`config.mk`:
```
export PLATFORM = sky130hd
export DESIGN_NAME = operand_fetch_stage
export DESIGN_NICKNAME = d
export VERILOG_FILES = /design/src/rtl/operand_fetch_stage.sv
export SDC_FILE = /design/constraint.sdc
export NUM_CORES = 2
export LEC_CHECK = 0
export BUFFER_PORTS_ARGS = -buffer_cell sky130_fd_sc_hd__buf_2
export CORE_MARGIN = 2
export CORE_UTILIZATION = 45
export DETAILED_ROUTE_END_ITERATION = 16
export GPL_TIMING_DRIVEN = 1
export RECOVER_POWER = 25
export SYNTH_ARGS = -nofsm -noshare
export SYNTH_HDL_FRONTEND = slang
export SYNTH_SLANG_ARGS = --single-unit
export TNS_END_PERCENT = 20
```
`constraint.sdc`:
```
create_clock -name clk -period 30.5 [get_ports clk]
set_input_delay 6.1 -clock clk [delete_from_list [all_inputs] [get_ports clk]]
set_output_delay 6.1 -clock clk [all_outputs]
set_load 0.02 [all_outputs]
```
`src/rtl/operand_fetch_stage.sv`:
```
// Operand-fetch stage: architectural register file, source-index decode, write-back
// bypass, and a one-deep valid/ready pipeline register feeding execute.
module operand_fetch_stage #(
   parameter int unsigned XLEN    = 32,
   parameter int unsigned NREGS   = 16,
   parameter int unsigned AW      = 4,
   parameter int unsigned RA_IDX  = 15,
   parameter int unsigned RD_LSB  = 22,
   parameter int unsigned RS1_LSB = 18,
   parameter int unsigned RS2_LSB = 14
) (
   input  logic            clk,
   input  logic            rst,
   input  logic            in_valid,
   output logic            in_ready,
   input  logic [31:0]     in_inst,
   input  logic            in_is_ret,
   input  logic            in_is_st,
   input  logic            flush,
   input  logic            wb_en,
   input  logic [AW-1:0]   wb_addr,
   input  logic [XLEN-1:0] wb_data,
   output logic            out_valid,
   input  logic            out_ready,
   output logic [XLEN-1:0] out_op1,
   output logic [XLEN-1:0] out_op2,
   output logic [31:0]     out_inst
);

   localparam logic [AW-1:0] RA = AW'(RA_IDX);

   logic [XLEN-1:0] regs [NREGS];
   logic [AW-1:0]   rs1;
   logic [AW-1:0]   rs2;
   logic [XLEN-1:0] rd1;
   logic [XLEN-1:0] rd2;
   logic            accept;
   logic            drain;

   always_comb begin
      rs1 = in_is_ret ? RA : in_inst[RS1_LSB +: AW];
      rs2 = in_is_st  ? in_inst[RD_LSB +: AW] : in_inst[RS2_LSB +: AW];
   end

   // Same-cycle write-back wins over the array so the consumer never sees stale data.
   always_comb begin
      rd1 = (wb_en && (wb_addr == rs1)) ? wb_data : regs[rs1];
      rd2 = (wb_en && (wb_addr == rs2)) ? wb_data : regs[rs2];
   end

   always_ff @(posedge clk or posedge rst) begin
      if (rst) begin
         for (int unsigned i = 0; i < NREGS; i++) begin
            regs[i] <= '0;
         end
      end else if (wb_en) begin
         regs[wb_addr] <= wb_data;
      end
   end

   assign in_ready = !out_valid || out_ready;
   assign accept   = in_valid && in_ready;
   assign drain    = out_valid && out_ready;

   always_ff @(posedge clk or posedge rst) begin
      if (rst) begin
         out_valid <= 1'b0;
         out_op1   <= '0;
         out_op2   <= '0;
         out_inst  <= '0;
      end else if (flush) begin
         out_valid <= 1'b0;
      end else if (accept) begin
         out_valid <= 1'b1;
         out_op1   <= rd1;
         out_op2   <= rd2;
         out_inst  <= in_inst;
      end else if (drain) begin
         out_valid <= 1'b0;
      end
   end

endmodule
```
# ---- Yosys cells after proc, flatten, opt, wreduce, memory -nomap -nowiden
# Index checks and enable logic that the tools add are counted.
# Widths: inputs -> output; s select.
dict set report classes {
  n_lt_le_gt_ge 4
  n_eq_ne 2
  muxes 16
  bitwise_logic 4
  reduce_logical 9
}
# cell n
set ops {}
lappend ops {{$bwmux 512} 1}
lappend ops {{$bmux 32 s4} 2}
lappend ops {{$mux 32} 7}
lappend ops {{$demux 32 s4} 1}
lappend ops {{$ge 5x5->1 const B} 3}
lappend ops {{$not 4->5} 3}
lappend ops {{$eq 4x4->1} 2}
lappend ops {{$mux 4} 2}
lappend ops {{$logic_and 1x1->1} 5}
lappend ops {{$lt 5x1->1 const B} 1}
lappend ops {{$mux 1} 3}
lappend ops {{$reduce_bool 3->1} 1}
lappend ops {{$reduce_and 2->1} 1}
lappend ops {{$logic_not 1->1} 1}
lappend ops {{$logic_or 1x1->1} 1}
lappend ops {{$not 1->1} 1}
dict set report totals {
  ff_bits 609
  out_inout_bits 98
  word_cells 55
}

# ---- Depth between registers and ports, before layout
dict set report depth {
  word_depth 6
  depth_mapped 10
}

# ---- Least setup slack after synthesis
# OpenSTA, ideal clock, no wires.
dict set report synth_timing {
  kind {input to output}
  from {input port out_ready}
  to {output port in_ready}
  t_arrival_ps 6392
  t_required_ps 24400
  path_slack_ps 18008
  cell_stages 2
  path_cell_list {nor2b_1 > inv_1}
}
dict set report synth_between {
  elab_chain_cells 1
}
# item line_no
set synth_lines {}
lappend synth_lines {{from (decl)} 24} ;# input logic out_ready,
lappend synth_lines {{$logic_or 1x1->1} 61} ;# assign in_ready = !out_valid || out_ready;
lappend synth_lines {{to (decl)} 15} ;# output logic in_ready,
# Every way passes these cells.

# ---- Worst setup path in the final report
# Ends and elaborated chain as after synthesis.

==> impl_metrics.toml <==
[run_status]
status = "finished, violations left"
violations = "max-capacitance violations, max-slew violations"

[clock_tree]
cts_hold_buffers = 0
htreeDepth = 3
cts_root_buf = "clkbuf_16"
tritoncts = "built"
cts_buffers = 70
cts_sinks = 609
clk_path_buf_depth = 3
post_cts.repair.setup_buffers = 0
path_clk_slew_ns = 0.06
cts_resized = 0
clock_latency_ns = 0.61

[detailed_routing]
vias = 22883
ant_nets = 0
avgViaCountPerCell = 6.43
drt_first_pass_iters = 5
drt-total-wl_mm = 101
first_iter_violations = 2238
drc = 0
wire_per_inst_um = 28.5

[pwr]
seq_power_share_pct = 45.2
switching_share_pct = 29.6
p_int_uw = 1770
power.density_mw_per_mm2 = 71.9
p_leak_uw = 0.0150
combPwrFrac_pct = 21.3
power_frac_clock_pct = 33.4
ir_drop_mv = 0.0353
p_sw_uw = 744
fin_total_pwr_uw = 2510

[setup_path]
r2r_slack_ns = 27.43
crit_arrival_ns = 6.85
crit_path_max_fanout = 3
rr_startpoint = "out_valid$_DFFE_PP0P_"
reg2reg_to = "out_op1[12]$_DFFE_PP0P_"
reg2regPathDepth = 7
cp.required_ns = 24.40
critPathKind = "in2out"
crit_path_end_kind = "output pin"
worstSetupStartpointType = "input port"

[global_route]
grt_pass1_wl_mm = 151
grt_overflow_total = 0
antenna_found_initial = 2
track_usage_pct = 28.4
grt_max_degree = 174
grt_pass1_vias = 23246

[cells_and_area]
nFillCells = 6039
layout-drive-gt1-share_pct = 30.5
finalNetCount = 2661
fin_area_mm2 = 0.0349
area_growth_pct = 12.1
antenna_cells = 0
utilization_pct = 50.9

[yosys]
avgSynthCellArea_um2 = 12.3
dominantRegCellSynth = "dfrtp_1"
netlist_top_cells_count = "dfrtp_1, mux2_2, mux2i_1"
yosys_warnings = 0
synth_edf_count = 0
ys_types = 56
syn-num-nets = 2602
synth_top_area_cell = "dfrtp_1"
syn_inst = 2526
ys_seq_area_share_pct = 48.9
synth_area_mm2 = 0.0312
synthTopCellsByArea = "dfrtp_1, mux2_2, mux2i_1"
synth_top_area_share_pct = 48.9
synthArstFlopShare_pct = 100
synth.most_common_cell = "dfrtp_1"
ys_ff_latch = 609

[floorplanning]
core_mm2 = 0.0686
die_y_um = 267
rows = 96
initial_core_util_pct = 45.4
die_area_mm2 = 0.0714
chipWidth_um = 267
pin_count = 174

[timing]
rsz0062_at_grt = "false"
timing.fmax_ghz = 0.0772
fin_crit_ns = 12.95
setup_violations = 0
slew_headroom_pct = -292
hold_viol_final = 0
clock_skew_ns = 0.0189
tightest_slew_ns = 5.87
drv_slew = 287
fin_crit_sh_pct = 42.5
tns_ns = 0

[placement]
place.port_buffers = 173
place_area_mm2 = 0.0329
gp_congestion = 0.829
hpwl_mm = 55.7

[min_path]
hold_class = "reg2reg"
min_from = "out_inst[24]$_DFFE_PP0P_"
min_to = "out_inst[24]$_DFFE_PP0P_"
hold_depth = 2

[run]
cap_violations = 8
per-layer routing:
metal	track usage [%]	vias to the layer above	share of wire, %
li1	-	9648	-
met1	40.6	11979	45
met2	43.1	1012	44
met3	4.76	242	7.4
met4	11.4	2	3.7
met5	0	-	0.013
logic make-up after synthesis:
group / count (synthesis) / share of synthesized area, %
DFF: 609 / 48.9
buffers and inverters: 249 / 3.44
AOI/OAI and AO/OA: 463 / 10.4
xor gates and xnor gates: 6 / 0.169
and+or+nand+nor: 362 / 5.67
muxes: 837 / 31.4
worst max-delay path, stage by stage:
cell and delay [ns]:
clkbuf_1 0.09, nor2b_1 0.26, inv_1 0.19, buf_2 0.20
power groups by stage:
stage,Combinational [uW],Sequential (uW),Clock [uW]
finish,537,1140,840
global placement,527,1130,0
floorplan,376,1140,0
global route,582,1160,892
CTS,545,1130,856
detailed placement,543,1140,0
flip-flops by register name, indices dropped and copies added (netlist names):
| register | count |
|---|---|
| out_op2 | 32 |
| out_inst | 32 |
| regs | 512 |
| out_valid | 1 |
| out_op1 | 32 |
per-stage QoR:
step           hold slack, ns  setup WS (ns)  cells
2_1_floorplan           0.464           7.35   2526
3_3_place_gp            0.457          17.55   3444
3_5_place_dp            0.459          17.55   3444
4_1_cts                 0.473          17.54   3560
5_1_grt                 0.491          17.53   3560
6_report                0.475          17.55   3560
placed cells by master (no fill, tap or decap), drive strengths merged, types with 3 or more instances in the layout:
master and count:
mux2 478, o21ai 74, nor3b 5, a21oi 34, o2bb2ai 4, inv 9
mux4 65, nor2 25, a21o 3, a221o 32, mux2i 294, a31oi 3
nand2 195, o221a 5, nand2b 32, bufinv 4, and3b 3, buf 126
or3b 3, nor3 12, xor2 3, o221ai 58, o22a 25, clkinvlp 3
nand3 4, xnor2 3, nor2b 6, o211ai 26, nand3b 34, clkbuf 205
dfrtp 609, clkinv 5, or3 3, nor4 32, a2bb2oi 27, o22ai 165
final cells by class:
| type | instances | area, um2 | area share, % |
|---|---|---|---|
| clock buffers | 105 | 2110 | 6.03 |
| clock inverters | 11 | 164 | 0.469 |
| inverters | 10 | 38.8 | 0.111 |
| multi-input cells | 1668 | 15100 | 43.1 |
| flip-flops and latches | 609 | 15200 | 43.6 |
| well taps | 931 | 1160 | 3.33 |
| repair buffers | 226 | 1170 | 3.34 |
how the worst max path moves through the flow:
stage	depth (start not counted)	endpoint	start	slack, ns
floorplan	1	out_inst[0]$_DFFE_PP0P_	rst	7.35
global placement	4	in_ready	out_ready	17.55
detailed placement	4	in_ready	out_ready	17.55
CTS	4	in_ready	out_ready	17.54
global route	4	in_ready	out_ready	17.53
finish	4	in_ready	out_ready	17.55
Note: power is estimated with default switching activity, not from simulation.
